$ cat src/rtl/timer_device.sv
// Memory-mapped countdown timer.
// Word map: 0=CTRL {IM, Mode[1:0], Enable}, 1=PRESET, 2=COUNT (read-only), 3=unused.
// Mode 0 is one-shot with a latched interrupt flag; mode 1 is auto-reload
// with a single-cycle interrupt pulse. Mode values 1x behave as mode 0.
// Optional feature: define TIMER_PRESCALE_EN to build a divider so COUNT
// advances once every PRESCALE cycles; otherwise every CNT cycle is a tick.
module timer_device #(
  parameter int unsigned PRESCALE = 4
) (
  input  logic        clk,
  input  logic        reset,
  input  logic [1:0]  Addr,
  input  logic        WE,
  input  logic [31:0] DataIn,
  output logic [31:0] DataOut,
  output logic        IRQ
);

  // state | meaning
  // IDLE  | stopped, waiting for Enable
  // LOAD  | copy PRESET into COUNT
  // CNT   | counting down on each tick
  // INT   | terminal count reached, raise the interrupt flag
  typedef enum logic [1:0] {IDLE, LOAD, CNT, INT} state_t;

  state_t      state, state_nxt;
  logic        ctrl_en;
  logic [1:0]  ctrl_mode;
  logic        ctrl_im;
  logic [31:0] preset;
  logic [31:0] count;
  logic        irq_flag;
  logic        wr_ctrl, wr_preset;
  logic        mode_reload;
  logic        count_last;
  logic        tick;

  if (PRESCALE < 1) begin : g_prescale_check
    $error("timer_device: PRESCALE must be at least 1");
  end

  assign wr_ctrl     = WE && (Addr == 2'd0);
  assign wr_preset   = WE && (Addr == 2'd1);
  assign mode_reload = (ctrl_mode == 2'b01);
  // COUNT<=1 ends the run, so a PRESET of 0 behaves like 1 and COUNT never wraps.
  assign count_last  = (count <= 32'd1);

`ifdef TIMER_PRESCALE_EN
  localparam int unsigned DIV_W = (PRESCALE > 1) ? $clog2(PRESCALE) : 1;
  logic [DIV_W-1:0] div;

  assign tick = (div == DIV_W'(PRESCALE - 1));

  // Divider runs only in CNT and restarts after every tick.
  always_ff @(posedge clk) begin
    if (reset) div <= '0;
    else if ((state != CNT) || tick) div <= '0;
    else div <= div + 1'b1;
  end
`else
  assign tick = 1'b1;
`endif

  // State register.
  always_ff @(posedge clk) begin
    if (reset) state <= IDLE;
    else state <= state_nxt;
  end

  // Next-state decode.
  always_comb begin
    state_nxt = state;
    unique case (state)
      IDLE: if (ctrl_en) state_nxt = LOAD;
      LOAD: state_nxt = CNT;
      CNT: begin
        if (!ctrl_en) state_nxt = IDLE;
        else if (tick && count_last) state_nxt = INT;
      end
      INT: state_nxt = mode_reload ? LOAD : IDLE;
      default: state_nxt = IDLE;
    endcase
  end

  // CTRL: a bus write always wins over the one-shot auto-disable.
  always_ff @(posedge clk) begin
    if (reset) begin
      ctrl_en   <= 1'b0;
      ctrl_mode <= 2'b00;
      ctrl_im   <= 1'b0;
    end else if (wr_ctrl) begin
      ctrl_en   <= DataIn[0];
      ctrl_mode <= DataIn[2:1];
      ctrl_im   <= DataIn[3];
    end else if ((state == INT) && !mode_reload) begin
      ctrl_en   <= 1'b0;
    end
  end

  // PRESET is only sampled in LOAD, so mid-count writes wait for the next reload.
  always_ff @(posedge clk) begin
    if (reset) preset <= '0;
    else if (wr_preset) preset <= DataIn;
  end

  // COUNT reload and decrement; holds in every other case.
  always_ff @(posedge clk) begin
    if (reset) count <= '0;
    else if (state == LOAD) count <= preset;
    else if ((state == CNT) && ctrl_en && tick) count <= count_last ? 32'd0 : count - 32'd1;
  end

  // Interrupt flag: set in INT, cleared by a CTRL write, self-clearing in mode 1.
  always_ff @(posedge clk) begin
    if (reset) irq_flag <= 1'b0;
    else if (state == INT) irq_flag <= 1'b1;
    else if (wr_ctrl || mode_reload) irq_flag <= 1'b0;
  end

  // Read mux.
  always_comb begin
    DataOut = 32'd0;
    unique case (Addr)
      2'd0: DataOut = {28'd0, ctrl_im, ctrl_mode, ctrl_en};
      2'd1: DataOut = preset;
      2'd2: DataOut = count;
      default: DataOut = 32'd0;
    endcase
  end

  assign IRQ = ctrl_im & irq_flag;

endmodule
$ cat config.mk
export PLATFORM = sky130hd
export DESIGN_NAME = timer_device
export DESIGN_NICKNAME = d
export VERILOG_FILES = /design/src/rtl/timer_device.sv
export SDC_FILE = /design/constraint.sdc
export NUM_CORES = 1
export LEC_CHECK = 0
export ABC_AREA = 1
export BUFFER_PORTS_ARGS = -buffer_cell sky130_fd_sc_hd__buf_2
export CAP_MARGIN = 0
export CORE_AREA = 3 3 94 96
export CTS_CLUSTER_DIAMETER = 40
export DETAILED_ROUTE_END_ITERATION = 8
export DIE_AREA = 0 0 97 99
export GPL_TIMING_DRIVEN = 0
export PLACE_DENSITY = 0.71
export SLEW_MARGIN = 10
export SYNTH_ARGS = -nofsm -noshare
export SYNTH_HDL_FRONTEND = slang
export SYNTH_SLANG_ARGS = --single-unit
$ cat constraint.sdc
create_clock -name clk -period 1.55 [get_ports clk]
set_input_delay 0.155 -clock clk [delete_from_list [all_inputs] [get_ports clk]]
set_output_delay 0.155 -clock clk [all_outputs]
set_load 0.02 [all_outputs]
==> run_results.csv <==
group,metric,value,unit
placed_design,dpl.hpwl,9180,µm
sta,period_needed,1610,ps
power,switching_share,0.334,
power,ir_drop,706,µV
sta,setup_viol,22,
synthesis,avgSynthCellArea,6.67,µm²
power,p_sw,1.69,mW
power,fin_total_pwr,5.06,mW
sta,rsz0062_at_grt,"true",
power,p_int,3.37,mW
synthesis,async_flop_share,0,
drt,detail_route.wl_per_cell,16.9,µm
global_routing,grt_usage,0.268,
worst_setup_path,crit_path_cell_trace,"inv_6 -> ha_4 -> o21ai_2 -> nor2_1 -> nand2_1 -> nor2_4 -> nor2_4 -> buf_6 -> nand3_2 -> a21oi_2",
sta,tightest_slew,824,ps
placed_design,routabilityCongestion,1.01,
floorplan,die_area,9600,µm²
clocking,clk_path_buf_depth,2,
drt,first_iter_violations,461,
outcome,violations,"setup timing",
clocking,numCtsBuffers,9,
drt,via_per_inst,5.53,
worst_setup_path,startpoint_type,"register",
drt,drt_first_pass_iters,6,
floorplan,core,8130,µm²
sta,setup_ws,-55.0,ps
final_layout,nets,732,
clocking,cts_tree,"done",
synthesis,ys.warnings.count,0,
synthesis,synthTopCellsByArea,"dfxtp_1 36%, nand2_1 11%, inv_1 8.6%",
synthesis,yosys-top-cells-count,"112 x nand2_1, 91 x inv_1, 71 x dfxtp_1",
synthesis,synth.most_common_cell,"nand2_1",
worst_setup_path,critPathCaptureType,"register",
drt,drcViolationCount,0,
floorplan,io_pins,70,
synthesis,seq_area_frac_synth,0.358,
power,powerDensity,988,nW/µm²
final_layout,final_core_util,0.629,
outcome,status,"finished with violations",
sta,fin_crit_sh,1.04,
drt,ant_nets,0,
clocking,cts_root_buf,"clkbuf_8",
placed_design,post-place-ws,-334,ps
floorplan,initial_utilization,0.488,
power,leakage,2.28,nW
synthesis,netlist.area_leader.share,0.358,
sta,maxSlewViolCount,0,
synthesis,synth_top_area_cell,"dfxtp_1",
final_layout,syn2layout_area_growth,28.9,%
global_routing,antenna_found_initial,0,
placed_design,io_buffers,68,
drt,drt_wl_total,13600,µm
global_routing,grt_pass1_wl,20500,µm
power,p_seq_frac,0.383,
clocking,cts_sinks,71,
worst_setup_path,slowest_delay,400,ps
sta,fmax,623,MHz
worst_setup_path,cp_max_fo,6,
floorplan,die_h,99,µm
power,clkPwrFrac,0.339,
flow_run,maxCapViolCount,0,
synthesis,synth_fp_nets,635,
clocking,insertion_delay,360,ps
global_routing,gr-total-overflow,0,
global_routing,grt_pass1_vias,4159,
synthesis,ys_ff_latch,71,
synthesis,synth_edf_count,0,
synthesis,netlist_area,3970,µm²
floorplan,rows,33,
drt,vias,4437,
sta,clock-skew-final,10.1,ps
worst_setup_path,worstPathArrival,1890,ps
sta,hold_ws,69.7,ps
worst_setup_path,cp.required,1830,ps
synthesis,syn_inst,596,
worst_setup_path,path_common_cell,"nor2_4",
synthesis,ys.flop_type,"dfxtp_1",
global_routing,grt_start_max_net_pins,12,
floorplan,die_x,97,µm
final_layout,drive_gt1_frac,0.274,
sta,max_slew_margin,0.451,
final_layout,antenna_cells,0,
clocking,cts_max_level,3,
sta,hold_violations,0,
final_layout,fillerInstances,737,
clocking,clk_pin_slew,70,ps
synthesis,synth_cell_type_count,28,
sta,tns,-711,ps
power,p_comb_frac,0.278,
worst_setup_path,crit_type,"register to register",
min_path,hp-class,"input pin to register",
worst_setup_path,crit_slowest_cell,"dfxtp_4",
[critical path: cells and delay by family (launching register included)]
family | cells | cell delay, ps
buffers and inverters | 2 | 220
and+or+nand+nor | 5 | 490
adders and majority gates | 1 | 170
DFF | 1 | 400
AOI/OAI and AO/OA | 2 | 240
[power by group through the flow]
stage               clock [mW]  sequential (mW)  combinational [mW]
floorplan                    0             1.97               0.818
global placement             0             1.97                1.09
detailed placement           0             1.98                1.11
CTS                       1.71             1.94                1.22
global route              1.79             1.95                1.53
finish                    1.71             1.94                1.41
[sequential cells by signal, indices dropped and copies added (netlist names)]
signal     cells
ctrl_mode      2
irq_flag       1
count         32
ctrl_en        1
state          2
ctrl_im        1
preset        32
[cell usage in the layout (no fill, tap or decap), drive strengths merged]
| cell | n |
|---|---|
| clkbuf | 32 |
| o221ai | 3 |
| dfxtp | 71 |
| o22ai | 50 |
| o21ai | 38 |
| o31ai | 8 |
| a21oi | 53 |
| a211oi | 1 |
| o211ai | 1 |
| ha | 2 |
| buf | 92 |
| nand2 | 118 |
| a31oi | 6 |
| bufinv | 2 |
| nand3 | 40 |
| nand3b | 1 |
| inv | 93 |
| nand4 | 1 |
| clkinv | 2 |
| xor2 | 16 |
| nor2 | 68 |
[final timing paths]
| path | from | endpoint | slack [ps] | depth (start not counted) |
|---|---|---|---|---|
| worst max-delay path | count[0]$_SDFFE_PP0P_ | count[20]$_SDFFE_PP0P_ | -60 | 10 |
| worst min-delay path | DataIn[6] | preset[6]$_SDFFE_PP0P_ | 70 | 3 |
| worst max register to register | count[0]$_SDFFE_PP0P_ | count[20]$_SDFFE_PP0P_ | -60 | 10 |
| worst min register to register | preset[6]$_SDFFE_PP0P_ | preset[6]$_SDFFE_PP0P_ | 470 | 2 |
[routing by layer]
| layer | vias to the layer above | wire, µm | part of all wire | GRT usage |
|---|---|---|---|---|
| met5 | - | 0 | 0 | 0 |
| met4 | 0 | 413 | 0.030 | 0.131 |
| met3 | 40 | 1090 | 0.080 | 0.0446 |
| met2 | 214 | 6450 | 0.47 | 0.442 |
| met1 | 2016 | 5640 | 0.41 | 0.341 |
| li1 | 2167 | - | - | - |
[what timing repair did]
action                                  in CTS  in global routing
endpoints found under the setup margin      53                 63
hold buffers                                 0                  0
resized for setup                           34                 65
buffers inserted                             9                  8
pin swaps                                    4                 22
cloned                                       1                  0
[cells by family (layout without fill, tap and decap cells)]
family | count (synthesis) | count (layout) | share of synthesized area
AO/OA/AOI/OAI | 160 | 160 | 0.230
XOR/XNOR | 16 | 16 | 0.0353
adder cells (fa/ha/maj) | 2 | 2 | 0.00630
buffers and inverters | 119 | 221 | 0.116
flip-flops | 71 | 71 | 0.358
AND/OR/NAND/NOR | 228 | 228 | 0.255
[stage by stage]
step	cells	instance area, µm²
after global routing	803	5120
after global placement	769	4440
after floorplan	596	3970
after detailed placement	769	4440
final	803	5120
after CTS	795	4840
[layout make-up]
cell class                 instances  area (µm²)  area share
inverter                          94         360      0.0704
timing repair buffer              86         493      0.0963
buffer                            25         130      0.0254
clock buffer                      13         159      0.0310
multi-input combinational        406        2350       0.458
clock inverter                     3        65.1      0.0127
tap                              105         131      0.0257
sequential                        71        1430       0.280
Power figures use the tool's default switching activity.
